<file path="src/rtl/hamming_enc_arbiter.sv">
// Round-robin front end that lets two requesters share one Hamming(15,11) encoder.
// One word is in flight at a time; the code word leaves on a valid/ready port with its source tag.

module encod (
    input  logic [10:0] data_i,
    output logic [14:0] code_o
);
    logic p1, p2, p4, p8;

    // Data fills code positions 3,5,6,7,9..15; parity bit 2^k covers every position with bit k set.
    assign p1 = data_i[0] ^ data_i[1] ^ data_i[3] ^ data_i[4] ^ data_i[6] ^ data_i[8] ^ data_i[10];
    assign p2 = data_i[0] ^ data_i[2] ^ data_i[3] ^ data_i[5] ^ data_i[6] ^ data_i[9] ^ data_i[10];
    assign p4 = data_i[1] ^ data_i[2] ^ data_i[3] ^ data_i[7] ^ data_i[8] ^ data_i[9] ^ data_i[10];
    assign p8 = ^data_i[10:4];

    assign code_o = {data_i[10:4], p8, data_i[3:1], p4, data_i[0], p2, p1};
endmodule

module hamming_enc_arbiter #(
    parameter int ENC_LAT = 1,
    parameter int CNT_W   = 8
) (
    input  logic             clk,
    input  logic             rst,
    input  logic             req0_valid,
    input  logic [10:0]      req0_data,
    output logic             req0_ready,
    input  logic             req1_valid,
    input  logic [10:0]      req1_data,
    output logic             req1_ready,
    output logic             out_valid,
    output logic [14:0]      out_code,
    output logic             out_src,
    input  logic             out_ready,
    output logic             busy,
    output logic [CNT_W-1:0] cnt0,
    output logic [CNT_W-1:0] cnt1
);
    localparam int LAT_W = (ENC_LAT > 1) ? $clog2(ENC_LAT) : 1;
    localparam logic [LAT_W-1:0] LAT_INIT = LAT_W'(ENC_LAT - 1);

    typedef enum logic [1:0] {IDLE, ENC, HOLD} state_e;

    state_e             state_q;
    logic [10:0]        din_q;
    logic               src_q;
    logic               last_q;
    logic [LAT_W-1:0]   lat_cnt_q;
    logic               out_valid_q;
    logic [14:0]        out_code_q;
    logic               out_src_q;
    logic [CNT_W-1:0]   cnt0_q;
    logic [CNT_W-1:0]   cnt1_q;

    logic               grant_vld;
    logic               grant_sel;
    logic [14:0]        enc_code;

    encod u_encod (
        .data_i (din_q),
        .code_o (enc_code)
    );

    // On a tie the requester that was not served last wins; a lone requester always wins.
    always_comb begin
        grant_vld = req0_valid | req1_valid;
        grant_sel = (req0_valid && req1_valid) ? ~last_q : req1_valid;
    end

    assign req0_ready = (state_q == IDLE) && grant_vld && !grant_sel;
    assign req1_ready = (state_q == IDLE) && grant_vld &&  grant_sel;

    assign out_valid = out_valid_q;
    assign out_code  = out_code_q;
    assign out_src   = out_src_q;
    assign busy      = (state_q != IDLE);
    assign cnt0      = cnt0_q;
    assign cnt1      = cnt1_q;

    // NOTE: reset is sampled on the clock edge and all state uses non-blocking assignment,
    // so a same-cycle handshake or consumption is simply overridden by rst.
    always_ff @(posedge clk) begin
        if (rst) begin
            state_q     <= IDLE;
            din_q       <= '0;
            src_q       <= 1'b0;
            last_q      <= 1'b1;
            lat_cnt_q   <= '0;
            out_valid_q <= 1'b0;
            out_code_q  <= '0;
            out_src_q   <= 1'b0;
            cnt0_q      <= '0;
            cnt1_q      <= '0;
        end else begin
            unique case (state_q)
                IDLE: begin
                    if (req0_ready || req1_ready) begin
                        din_q     <= req1_ready ? req1_data : req0_data;
                        src_q     <= req1_ready;
                        lat_cnt_q <= LAT_INIT;
                        state_q   <= ENC;
                    end
                end
                ENC: begin
                    if (lat_cnt_q == '0) begin
                        out_code_q  <= enc_code;
                        out_src_q   <= src_q;
                        out_valid_q <= 1'b1;
                        state_q     <= HOLD;
                    end else begin
                        lat_cnt_q <= lat_cnt_q - LAT_W'(1);
                    end
                end
                HOLD: begin
                    if (out_ready) begin
                        out_valid_q <= 1'b0;
                        if (src_q) cnt1_q <= cnt1_q + CNT_W'(1);
                        else       cnt0_q <= cnt0_q + CNT_W'(1);
                        last_q      <= src_q;
                        state_q     <= IDLE;
                    end
                end
                default: state_q <= IDLE;
            endcase
        end
    end
endmodule

</file>
<file path="config.mk">
export PLATFORM = sky130hd
export DESIGN_NAME = hamming_enc_arbiter
export DESIGN_NICKNAME = d
export VERILOG_FILES = /design/src/rtl/hamming_enc_arbiter.sv
export SDC_FILE = /design/constraint.sdc
export NUM_CORES = 1
export LEC_CHECK = 0
export ABC_AREA = 1
export ABC_CLOCK_PERIOD_IN_PS = 4000
export CAP_MARGIN = 20
export CORE_UTILIZATION = 49
export DETAILED_ROUTE_END_ITERATION = 12
export DONT_BUFFER_PORTS = 1
export PLACE_DENSITY = 0.62
export SLEW_MARGIN = 20
export SYNTH_ARGS = -nofsm -noshare
export SYNTH_HDL_FRONTEND = slang
export SYNTH_SLANG_ARGS = --single-unit
</file>
<file path="constraint.sdc">
create_clock -name clk -period 4 [get_ports clk]
set_clock_uncertainty 0.2 [all_clocks]
set_input_delay 0.6 -clock clk [delete_from_list [all_inputs] [get_ports clk]]
set_output_delay 0.6 -clock clk [all_outputs]
set_load 0.05 [all_outputs]
</file>
Word-level counts from Yosys, hierarchy flattened
Cells that the tools add are included.
{"block": "word_totals", "inputBits": 27, "out_inout_bits": 36, "regBits": 49}
{"block": "classes", "n_bitwise": 22, "n_addsub": 3, "reduce_logical": 19, "n_mux": 12, "eq_ne": 5}
{"op": "$xor A1 B1 Y1", "count": 18}
{"op": "$add A8 B1 Y8 const B", "count": 2}
{"op": "$reduce_and A3 Y1", "count": 4}
{"op": "$mux W11", "count": 1}
{"op": "$reduce_and A2 Y1", "count": 4}
{"op": "$reduce_xor A7 Y1", "count": 1}
{"op": "$mux W2", "count": 3}
{"op": "$pmux W2 S3", "count": 1}
{"op": "$reduce_bool A2 Y1", "count": 3}
{"op": "$mux W1", "count": 5}
{"op": "$logic_and A1 B1 Y1", "count": 4}
{"op": "$ne A2 B2 Y1 const B", "count": 2}
{"op": "$pmux W1 S2", "count": 2}
{"op": "$not A1 Y1", "count": 3}
{"op": "$eq A2 B1 Y1 const B", "count": 1}
{"op": "$eq A2 B2 Y1 const B", "count": 1}
{"op": "$logic_not A2 Y1", "count": 1}
{"op": "$ne A2 B1 Y1 const B", "count": 1}
{"op": "$logic_not A1 Y1", "count": 1}
{"op": "$logic_or A1 B1 Y1", "count": 1}
{"op": "$or A1 B1 Y1", "count": 1}
{"op": "$sub A1 B1 Y1 const B", "count": 1}

Depth between registers and ports, before layout
{"block": "logic_depth", "depth_word": 7, "mapped_depth": 10, "depth_no_buf": 9}

Cells and area by module
From an unflattened synthesis, not the netlist that was laid out.
{"block": "unflattened", "hier_cells": 394, "area_unflattened_um2": 2568.7}
{"mod": "hamming_enc_arbiter", "instances": 1, "area_each_um2": 2080.7, "cells_per_inst": 300}
{"mod": "encod", "instances": 1, "area_each_um2": 488.0, "cells_per_inst": 94}

Worst setup path before layout
OpenSTA, ideal clock, no wires.
{"block": "synth_path", "path_kind": "input to output", "start": "in req0_valid", "end": "out req0_ready", "slack_ns": 1.641, "required_ns": 3.200, "cell_stages": 4, "arrival_time_ns": 1.559, "cell_sequence": "nand2_1 nand2_1 inv_2 nor2_1"}
{"block": "synth_via", "elab_chain_len": 4}
{"element": "start, declared", "line": "25", "source": "input logic req0_valid,"}
{"element": "$logic_and A1 B1 Y1", "line": "67", "source": "grant_sel = (req0_valid && req1_valid) ? ~last_q : req1_valid;"}
{"element": "$mux W1", "line": "67"}
{"element": "$logic_not A1 Y1", "line": "70", "source": "assign req0_ready = (state_q == IDLE) && grant_vld && !grant_sel;"}
{"element": "$logic_and A1 B1 Y1 *", "line": "70"}
{"element": "end, declared", "line": "27", "source": "output logic req0_ready,"}
Every way passes the cells marked *; elsewhere a longest branch is shown, timed or not.

Worst setup path after layout
{"block": "layout_path", "start": "reg state_q[1]", "end": "out req1_ready"}
{"block": "layout_via", "elab_chain_len": 3}
{"element": "start, declared", "line": "44", "source": "state_e state_q;"}
{"element": "start signal, assigned", "line": "84", "source": "state_q <= IDLE;"}
{"element": "start signal, assigned", "line": "101", "source": "state_q <= ENC;"}
{"element": "start signal, assigned", "line": "109", "source": "state_q <= HOLD;"}
{"element": "$logic_not A2 Y1", "line": "71", "source": "assign req1_ready = (state_q == IDLE) && grant_vld && grant_sel;"}
{"element": "$logic_and A1 B1 Y1 (2 in a row)", "line": "71"}
{"element": "end, declared", "line": "30", "source": "output logic req1_ready,"}
No other way between the ends.

==> impl_metrics.yaml <==
global_route:
  grt_pass1_wl_um: 8730
  grt-ovfl-total: 0
  antenna_found_initial: 0
  grt_start_max_net_pins: 34
  first_global_vias: 1963
  grt_util_all_layers: 0.211
detailed_routing:
  wl_met2_um: 2130
  ant_nets: 0
  routed.top_layer: "met4"
  drt-total-wl_um: 5270
  wl_met3_um: 343
  drt_iter0_drc: 121
  m1WireLength_um: 2760
  via_count: 2255
  drt-wirelength-per-cell_um: 11.5
  firstDrtPassIters: 4
  drc: 0
  drt-vias-per-instance: 4.90
place:
  io_buffers: 0
  post_dp_cell_area_mm2: 0.00254
  hpwl_um: 3880
  gp_congestion: 0.823
power_and_ir_drop:
  power.density_mw_per_mm2: 436
  p_total_uw: 1150
  vdd_drop_max_v: 0.000221
  p_leak_uw: 0.00123
worst_setup_path:
  critPathSlowestCell: "nor2_2"
  critical_path_required_ps: 3200
  critPathCaptureType: "primary output"
  cpMostUsedCell: "nor2_2"
  start_kind: "flip-flop"
  arrival_ps: 1740
  crit_fanout: 13
  cp_top_family: "simple AND/OR/NAND/NOR gates"
  r2r_cells: 5
  worstSetupPathType: "reg2out"
  crit_chain: "nor2_2 > inv_2 > nor2_2"
  crit_buf_inv: 1
  critPathMaxStageDelay_ps: 800
  path_depth: 3
yosys:
  synthCells: 394
  synth_common_cells: "140 x nand2_1, 48 x dfxtp_1, 46 x inv_1, 41 x a21oi_1, 30 x nor2_1"
  synth.distinct_cells: 25
  synth_top_area_frac: 0.386
  synth_most_common_cell: "nand2_1"
  async_flop_share: 0
  synthesis.area_mm2: 0.00249
  synth_top_area_cell: "dfxtp_1"
  synth-seq-cells: 48
  syn_avg_cell_area_um2: 6.31
  synth_edf_count: 0
  seq_area_frac_synth: 0.386
  synthTopCellsByArea: "dfxtp_1 39%, nand2_1 21%, a21oi_1 8.2%"
  syn_nets: 423
  synth_flop_cell: "dfxtp_1"
  ys_warn_count: 0
sta:
  fin_crit_sh: 0.635
  worst_pin_slew_ps: 987
  rsz0062_at_grt: "false"
  finalHoldViolations: 0
  setup_viol: 0
  slew_headroom: 0.342
  setup_tns_ps: 0
  fmax_ghz: 0.394
  layout_min_cycle_time_ps: 2540
  drv_slew: 0
die:
  ioPinCount: 63
  initial_core_util: 0.516
  num_rows: 25
  die_w_um: 73.3
  die_h_um: 73.3
  die_area_mm2: 0.00537
  core_mm2: 0.00482
clocking:
  ctsRootBufferMaster: "clkbuf_8"
  cts_resized: 0
  cts_buffers: 5
  cts.sinks: 48
  clkLatencyLatePin_ps: 300
  cts_buffer_depth: 2
  clk_pin_slew_worst_paths_ps: 90
  ctsHoldBuffers: 0
  post-cts-setup-buffers: 0
  cts_tree: "yes"
  htree_levels: 2
final_layout:
  antenna_cells: 0
  drive_gt1_frac: 0.0662
  fillCellCount: 503
  syn_to_final_growth_pct: 6.49
  stdcell_area_mm2: 0.00265
  final_nets: 421
min_path:
  hold_path.class: "in2reg"
  hold_depth: 1
run:
  maxCapViolCount: 0
status:
  status: "complete, no violations"
[placed cells by master, fill, tap and decap left out]
cell type	Yosys	routed
bufinv_16	0	1
o21bai_1	1	1
and3_1	1	1
buf_4	1	3
dfxtp_1	48	48
inv_2	5	5
clkinvlp_4	0	1
inv_1	46	46
nand2_4	2	2
a21oi_1	41	41
xor2_1	2	2
nor2_2	5	5
nor3_2	2	2
o21ai_0	5	5
clkbuf_8	0	5
nor2_1	30	30
nor3_1	1	1
nand3b_1	1	1
ha_1	2	2
xnor2_1	1	1
nor2_4	1	1
nand3_1	19	19
nand4_1	3	3
o21ai_1	23	23
clkinv_2	0	1
nand2_1	140	140
a31oi_1	3	3
[cell families (layout without fill, tap and decap cells)]
logic type | after synthesis | after routing | share of synthesized area
buf+inv | 63 | 62 | 0.0996
flops | 48 | 48 | 0.386
xor+xnor | 3 | 3 | 0.0106
compound gates | 73 | 73 | 0.149
fa+ha+maj | 2 | 2 | 0.0101
simple gates | 205 | 205 | 0.344
[flip-flops by register name, summed over array words and instances (netlist names)]
signal and count:
cnt0 8, state_q 2, din_q 11, src_q 1, last_q 1, out_code 15, cnt1 8, out_valid 1
out_src 1
[report_power, final]
group          switching (uW)  internal [uW]
clock                     161            185
combinational             131           67.3
sequential               99.5            511
[final cells by class]
type	instances	area, um^2	share of cell area
timing repair buffer	3	22.5	0.00850
inverter	51	191	0.0723
tap	67	83.8	0.0316
sequential	48	961	0.363
clock buffer	5	68.8	0.0260
clock inverter	3	42.5	0.0161
multi-input combinational	283	1280	0.483
[final timing paths]
check / start / endpoint / slack (ps)
setup reg to reg: state_q[1]$_SDFFE_PP0P_ / din_q[10]$_SDFFE_PP0P_ / 1980
setup / recovery: state_q[1]$_SDFFE_PP0P_ / req1_ready / 1460
hold / removal: rst / din_q[2]$_SDFFE_PP0P_ / 150
hold reg to reg: last_q$_SDFFE_PP1P_ / last_q$_SDFFE_PP1P_ / 290
[per-layer routing]
metal  vias to the layer above  global-route usage
li1                       1239                   -
met1                       947               0.297
met2                        63               0.317
met3                         6              0.0590
met4                         0              0.0523
met5                         -                   0
[metrics by stage]
step / hold slack [ps] / instances / util / setup WS (ps)
3_3_place_gp: 264 / 452 / 0.527 / 1720
3_5_place_dp: 274 / 452 / 0.527 / 1720
5_1_grt: 134 / 460 / 0.550 / 1370
2_1_floorplan: 242 / 394 / - / 1640
6_report: 154 / 460 / 0.550 / 1460
4_1_cts: 148 / 460 / 0.550 / 1450
Note: power is estimated with default switching activity, not from simulation.
